$ cat src/rtl/load_store_unit_pkg.sv
// Shared CPU definitions for the load/store unit.
//   - funct3 encodings for loads and stores (the memory mode pin reuses the
//     load encoding)
//   - response fault codes
//   - access_fault(): classifies a request before any memory access
package load_store_unit_pkg;

  localparam logic [2:0] LOAD_BYTE          = 3'b000;
  localparam logic [2:0] LOAD_HALF          = 3'b001;
  localparam logic [2:0] LOAD_WORD          = 3'b010;
  localparam logic [2:0] LOAD_BYTE_UNSIGNED = 3'b100;
  localparam logic [2:0] LOAD_HALF_UNSIGNED = 3'b101;

  localparam logic [2:0] STORE_BYTE = 3'b000;
  localparam logic [2:0] STORE_HALF = 3'b001;
  localparam logic [2:0] STORE_WORD = 3'b010;

  localparam logic [1:0] FAULT_NONE       = 2'b00;
  localparam logic [1:0] FAULT_MISALIGNED = 2'b01;
  localparam logic [1:0] FAULT_INVALID    = 2'b10;

  // An illegal funct3 takes priority over alignment, since the access size
  // is meaningless for an encoding that does not exist. funct3[1:0] gives
  // the access size for every legal load and store encoding.
  function automatic logic [1:0] access_fault(input logic       write,
                                              input logic [2:0] funct3,
                                              input logic [1:0] addr_lo);
    logic       legal;
    logic [1:0] fault;
    if (write)
      legal = (funct3 == STORE_BYTE) || (funct3 == STORE_HALF) ||
              (funct3 == STORE_WORD);
    else
      legal = (funct3 == LOAD_BYTE) || (funct3 == LOAD_HALF) ||
              (funct3 == LOAD_WORD) || (funct3 == LOAD_BYTE_UNSIGNED) ||
              (funct3 == LOAD_HALF_UNSIGNED);
    fault = FAULT_NONE;
    if (!legal)
      fault = FAULT_INVALID;
    else if ((funct3[1:0] == 2'b01) && addr_lo[0])
      fault = FAULT_MISALIGNED;
    else if ((funct3[1:0] == 2'b10) && (addr_lo != 2'b00))
      fault = FAULT_MISALIGNED;
    return fault;
  endfunction

endpackage

$ cat src/rtl/load_store_unit_store_merge.sv
// store_merge: combinational byte/half lane insertion for read-modify-write.
// Ports:
//   old_word    in  32  word currently held in memory
//   store_data  in  32  right-aligned store data
//   funct3      in  3   store funct3 (SB / SH / SW)
//   byte_offset in  2   low address bits selecting the lane
//   merged      out 32  word to write back
module store_merge
  import load_store_unit_pkg::*;
(
  input  logic [31:0] old_word,
  input  logic [31:0] store_data,
  input  logic [2:0]  funct3,
  input  logic [1:0]  byte_offset,
  output logic [31:0] merged
);

  always_comb begin
    merged = old_word;
    case (funct3)
      STORE_BYTE: merged[{byte_offset, 3'b000} +: 8] = store_data[7:0];
      STORE_HALF: begin
        if (byte_offset[1])
          merged[31:16] = store_data[15:0];
        else
          merged[15:0]  = store_data[15:0];
      end
      default:    merged = store_data;
    endcase
  end

endmodule

$ cat src/rtl/load_store_unit.sv
// load_store_unit: single-outstanding load/store sequencer between the
// execute stage and a word-organised data memory. Sub-word stores are done
// as read-modify-write because the memory only writes whole words.
// Ports:
//   i_Clock, i_Reset              clock, synchronous active-high reset
//   i_ReqValid / o_ReqReady       request handshake (ready only in IDLE)
//   i_ReqWrite, i_ReqFunct3       store flag and RISC-V funct3
//   i_ReqAddress, i_ReqStoreData  byte address, right-aligned store data
//   o_MemReadEnable/WriteEnable   memory strobes (never both high)
//   o_MemAddress, o_MemMode       memory byte address and load-mode
//   o_MemDataOut, i_MemDataIn     write word / combinational read data
//   o_RespValid                   one-cycle response pulse
//   o_RespData, o_RespFault       load result (0 otherwise), fault code
module load_store_unit
  import load_store_unit_pkg::*;
#(
  parameter int ADDR_BITS = 15
) (
  input  logic        i_Clock,
  input  logic        i_Reset,
  input  logic        i_ReqValid,
  output logic        o_ReqReady,
  input  logic        i_ReqWrite,
  input  logic [2:0]  i_ReqFunct3,
  input  logic [31:0] i_ReqAddress,
  input  logic [31:0] i_ReqStoreData,
  output logic        o_MemReadEnable,
  output logic        o_MemWriteEnable,
  output logic [31:0] o_MemAddress,
  output logic [2:0]  o_MemMode,
  output logic [31:0] o_MemDataOut,
  input  logic [31:0] i_MemDataIn,
  output logic        o_RespValid,
  output logic [31:0] o_RespData,
  output logic [1:0]  o_RespFault
);

  typedef enum logic [2:0] {
    ST_IDLE,
    ST_LOAD,
    ST_RMW_READ,
    ST_WRITE,
    ST_RESP
  } state_t;

  state_t      state;
  state_t      state_next;

  logic [2:0]  funct3_q;
  logic [31:0] addr_q;
  logic [31:0] store_data_q;
  logic [31:0] merged_q;
  logic [31:0] resp_data_q;
  logic [1:0]  fault_q;

  logic        accept;
  logic [1:0]  req_fault;
  logic [31:0] merge_word;
  logic [31:0] fwd_addr;
  logic [31:0] word_addr;

  logic        mem_rd;
  logic        mem_wr;
  logic [31:0] mem_addr;
  logic [2:0]  mem_mode;
  logic [31:0] mem_dout;

  assign accept    = i_ReqValid && (state == ST_IDLE);
  assign req_fault = access_fault(i_ReqWrite, i_ReqFunct3, i_ReqAddress[1:0]);

  // The memory decodes only the low ADDR_BITS; the upper bits are forwarded
  // untouched so the full request address remains visible on the pins.
  assign fwd_addr  = {addr_q[31:ADDR_BITS], addr_q[ADDR_BITS-1:0]};
  assign word_addr = {fwd_addr[31:2], 2'b00};

  store_merge u_store_merge (
    .old_word    (i_MemDataIn),
    .store_data  (store_data_q),
    .funct3      (funct3_q),
    .byte_offset (addr_q[1:0]),
    .merged      (merge_word)
  );

  always_ff @(posedge i_Clock) begin
    if (i_Reset)
      state <= ST_IDLE;
    else
      state <= state_next;
  end

  // Request and data registers carry no reset: every output that exposes
  // them is qualified by the state, which is reset.
  always_ff @(posedge i_Clock) begin
    if (accept) begin
      funct3_q     <= i_ReqFunct3;
      addr_q       <= i_ReqAddress;
      store_data_q <= i_ReqStoreData;
      fault_q      <= req_fault;
      resp_data_q  <= '0;
    end
    if (state == ST_LOAD)
      resp_data_q <= i_MemDataIn;
    if (state == ST_RMW_READ)
      merged_q <= merge_word;
  end

  always_comb begin
    state_next = state;
    mem_rd     = 1'b0;
    mem_wr     = 1'b0;
    mem_addr   = '0;
    mem_mode   = '0;
    mem_dout   = '0;
    case (state)
      ST_IDLE: begin
        if (i_ReqValid) begin
          if (req_fault != FAULT_NONE)
            state_next = ST_RESP;
          else if (!i_ReqWrite)
            state_next = ST_LOAD;
          else if (i_ReqFunct3 == STORE_WORD)
            state_next = ST_WRITE;
          else
            state_next = ST_RMW_READ;
        end
      end
      ST_LOAD: begin
        mem_rd     = 1'b1;
        mem_addr   = fwd_addr;
        mem_mode   = funct3_q;
        state_next = ST_RESP;
      end
      ST_RMW_READ: begin
        mem_rd     = 1'b1;
        mem_addr   = word_addr;
        mem_mode   = LOAD_WORD;
        state_next = ST_WRITE;
      end
      ST_WRITE: begin
        mem_wr     = 1'b1;
        mem_addr   = word_addr;
        mem_dout   = (funct3_q == STORE_WORD) ? store_data_q : merged_q;
        state_next = ST_RESP;
      end
      ST_RESP: begin
        state_next = ST_IDLE;
      end
      default: begin
        state_next = ST_IDLE;
      end
    endcase
  end

  // Strobes are gated by reset directly so a reset landing in WRITE cannot
  // commit a partial read-modify-write.
  assign o_MemReadEnable  = mem_rd && !i_Reset;
  assign o_MemWriteEnable = mem_wr && !i_Reset;
  assign o_MemAddress     = mem_addr;
  assign o_MemMode        = mem_mode;
  assign o_MemDataOut     = mem_dout;

  assign o_ReqReady  = (state == ST_IDLE);
  assign o_RespValid = (state == ST_RESP) && !i_Reset;
  assign o_RespData  = (state == ST_RESP) ? resp_data_q : '0;
  assign o_RespFault = (state == ST_RESP) ? fault_q : FAULT_NONE;

endmodule

$ cat config.mk
export PLATFORM = sky130hd
export DESIGN_NAME = load_store_unit
export DESIGN_NICKNAME = d
export VERILOG_FILES = /design/src/rtl/load_store_unit_pkg.sv /design/src/rtl/load_store_unit_store_merge.sv /design/src/rtl/load_store_unit.sv
export SDC_FILE = /design/constraint.sdc
export NUM_CORES = 1
export LEC_CHECK = 0
export CAP_MARGIN = 20
export CORE_MARGIN = 2
export CORE_UTILIZATION = 40
export CTS_BUF_LIST = sky130_fd_sc_hd__clkbuf_16
export CTS_CLUSTER_SIZE = 14
export DETAILED_ROUTE_END_ITERATION = 10
export GPL_ROUTABILITY_DRIVEN = 0
export HOLD_SLACK_MARGIN = 0.02
export PLACE_DENSITY = 0.7
export SLEW_MARGIN = 5
export SYNTH_ARGS = -nofsm -noshare
export SYNTH_HDL_FRONTEND = slang
export SYNTH_SLANG_ARGS = --single-unit
export TNS_END_PERCENT = 30
$ cat constraint.sdc
create_clock -name i_Clock -period 4.5 [get_ports i_Clock]
set_input_delay 1.35 -clock i_Clock [delete_from_list [all_inputs] [get_ports i_Clock]]
set_output_delay 1.35 -clock i_Clock [all_outputs]
set_load 0.02 [all_outputs]
==> results.md <==
* Worst EP arrival at 2650 ps
* Worst slew pin tran at 763 ps
* Max Buffers Root-to-Sink at 2
* Vias in the first global route at 5138
* Die Ht at 133 um
* RSZ-0062 raised after global routing: no
* Clk_lat worst skew at 430 ps
* Worst-path clk slew at 60 ps
* Die footprint at 0.0178 mm^2
* Synthesized-area fraction occupied by adder cells at 0.936%
* XOR/XNOR share of the synthesized area at 0%
* Post-synthesis sequential area ratio at 60.7%
* Outcome: finished clean
* Share of post-route cells with drive strength above 1 at 9.24%
* CP Class: register to primary output
* CP Max Fanout at 32
* Worst hold path type: register to register
* Post-CTS sizing at 0
* Crit end category: primary output
* Setup TNS Final at 0 ps
* First-pass GRT wire length at 29.4 mm
* Clk_skew at 5.94 ps
* Slew Viols, Final at 0
* Mean Syn Cell Area at 12.0 um^2
* CTS Root Cell: clkbuf_16
* Clock buffer count from CTS at 17
* Syn_nets at 663
* CP Launch Type: register
* I/O pins at 208
* Die width at 133 um
* Synthesis-stage register bit count at 136
* Dpl hpwl at 14.0 mm
* Max cap viols at 0
* Largest net degree at the start of global routing at 38
* Total congestion overflow at 0
* Row count at 47
* Synth Instances at 555
* Routed WL at 19.4 mm
* CTS Hold Bufs at 0
* Final net count at 863
* P&R area growth vs syn at 42.1%
* Post-CTS setup repair buffer count at 0
* Syn Std Cell Area at 0.00668 mm^2
* Pwr Total at 3420 uW
* Complex-gate fraction of the synthesized area at 12.2%
* Simple-gate share of the synthesized area at 20.7%
* Routed Antenna Nets at 0
* CTS Sinks at 136
* Asr flop ratio synth at 0%
* Top FF cell, synth: edfxtp_1
* GRT Util Overall at 21.8%
* TritonCTS clock tree: built
* Hold Vio Cnt, Final at 0
* Starting Density at 40.6%
* Yosys top cell by area: edfxtp_1
* Wire per inst at 19.6 um
* Number of synthesis warnings at 0
* LEAKAGE at 0.00354 uW
* 1st-iter DRT viols at 414
* Rel. slew slack at 49.1%
* Post-synth EDFFs at 133
* Setup violators final at 0
* FMAX at 0.250 GHz
* Share of the synthesized area in the top cell type at 59.8%
* Synth cell types at 46
* Drt drc at 0
* Commonest cells in the netlist: edfxtp_1 (133), and2_1 (76), nand2_1 (68)
* Worst IR Drop VDD at 0.266 mV
* Proportion of synthesized area in mux cells at 1.35%
* Pre-antenna DRT Iters at 5
* PortBufs at 207
* Synth top area cells: edfxtp_1 (60%), and2_1 (7.1%), a221oi_2 (4.5%)
* Tcrit/Tclk final at 88.9%
* CP Data Required Time at 3150 ps
* Initial antenna violation count at 0
* Via count at 5239
* Most frequent cell after synthesis: edfxtp_1
* H-tree levels at 4
* Total core area at 0.0165 mm^2
* Tmin final at 4000 ps
* PD cells at 361 mW/mm^2
* Largest family of logic cells by synthesized area: simple AND/OR/NAND/NOR gates
* Vias per cell at 5.30
## logic make-up after synthesis
group           Yosys count
compound gates          100
fa+ha+maj                 5
buf+inv                  50
flops                   136
mux                       9
simple gates            255
## metrics by stage
step,cells,hold slack (ps),area [um^2],util [%],worst slack (ps)
after floorplan,555,545,6680,-,216
after global placement,955,593,8890,54.0,585
after detailed placement,955,579,8890,54.0,585
after CTS,987,593,9480,57.6,465
after global routing,988,627,9490,57.7,369
final,989,588,9500,57.7,500
## metal layers
metal | vias to the layer above | wire length (um) | track usage (%)
met3 | 39 | 1250 | 4.68
met2 | 223 | 9460 | 35.8
met1 | 2528 | 8210 | 28.3
li1 | 2449 | - | -
met4 | 0 | 491 | 8.87
met5 | - | 0 | 0
## flip-flops by register name, summed over array words and instances (netlist names)
register / cells
addr_q: 32
merged_q: 32
funct3_q: 3
resp_data_q: 32
fault_q: 2
state: 3
store_data_q: 32
## worst max-delay path: stages, from the launching register on
cell and delay (ps):
edfxtp_1 690, or3b_1 200, buf_4 330, nand2_1 110, a21oi_1 230, clkdlybuf4s50_1 650
## area by class of cell
class | count | area (um^2)
clock buffers | 17 | 425
well taps | 220 | 275
flip-flops and latches | 136 | 4050
clock inverters | 15 | 161
multi-input cells | 369 | 2360
diodes | 1 | 2.50
fillers | 1321 | 6970
inverters | 10 | 37.5
repair buffers | 221 | 2180
## path summary, 6_finish.rpt
path	depth (start not counted)	endpoint	startpoint	slack (ps)
max reg2reg	5	merged_q[30]	addr_q[1]	1820
min	1	merged_q[24]	store_data_q[24]	590
min reg2reg	1	merged_q[24]	store_data_q[24]	590
max	5	o_MemDataOut[2]	funct3_q[0]	500
## where the power goes
group | switching [uW] | internal [uW] | total (uW) | leakage [uW]
clock network | 535 | 860 | 1400 | 0.000276
registers | 62.3 | 1510 | 1570 | 0.00131
logic | 244 | 215 | 459 | 0.00196
## cell usage in the layout (no fill, tap or decap), types with 2 or more instances in the layout
cell             Yosys  final
a211oi_1             7      7
a21oi_1             52     52
a221oi_1             3      3
a221oi_2            20     20
a311o_1              8      8
and2_1              76     75
and3_1              42     42
buf_4                6     13
bufinv_16            0      3
clkbuf_16            0     17
clkdlybuf4s50_1      0    207
clkinv_1             0      4
clkinv_4             0      2
clkinvlp_4           0      4
dfxtp_1              3      3
edfxtp_1           133    133
ha_1                 5      5
inv_1                9     10
mux2i_1              9      9
nand2_1             68     68
nand2b_1             2      2
nand3b_1             2      2
nor2_1              32     32
nor3_1              16     16
o211ai_1             2      2
o221ai_1             2      2
or2_1                2      2
or3_1                2      2
(Power assumes the default switching activity.)
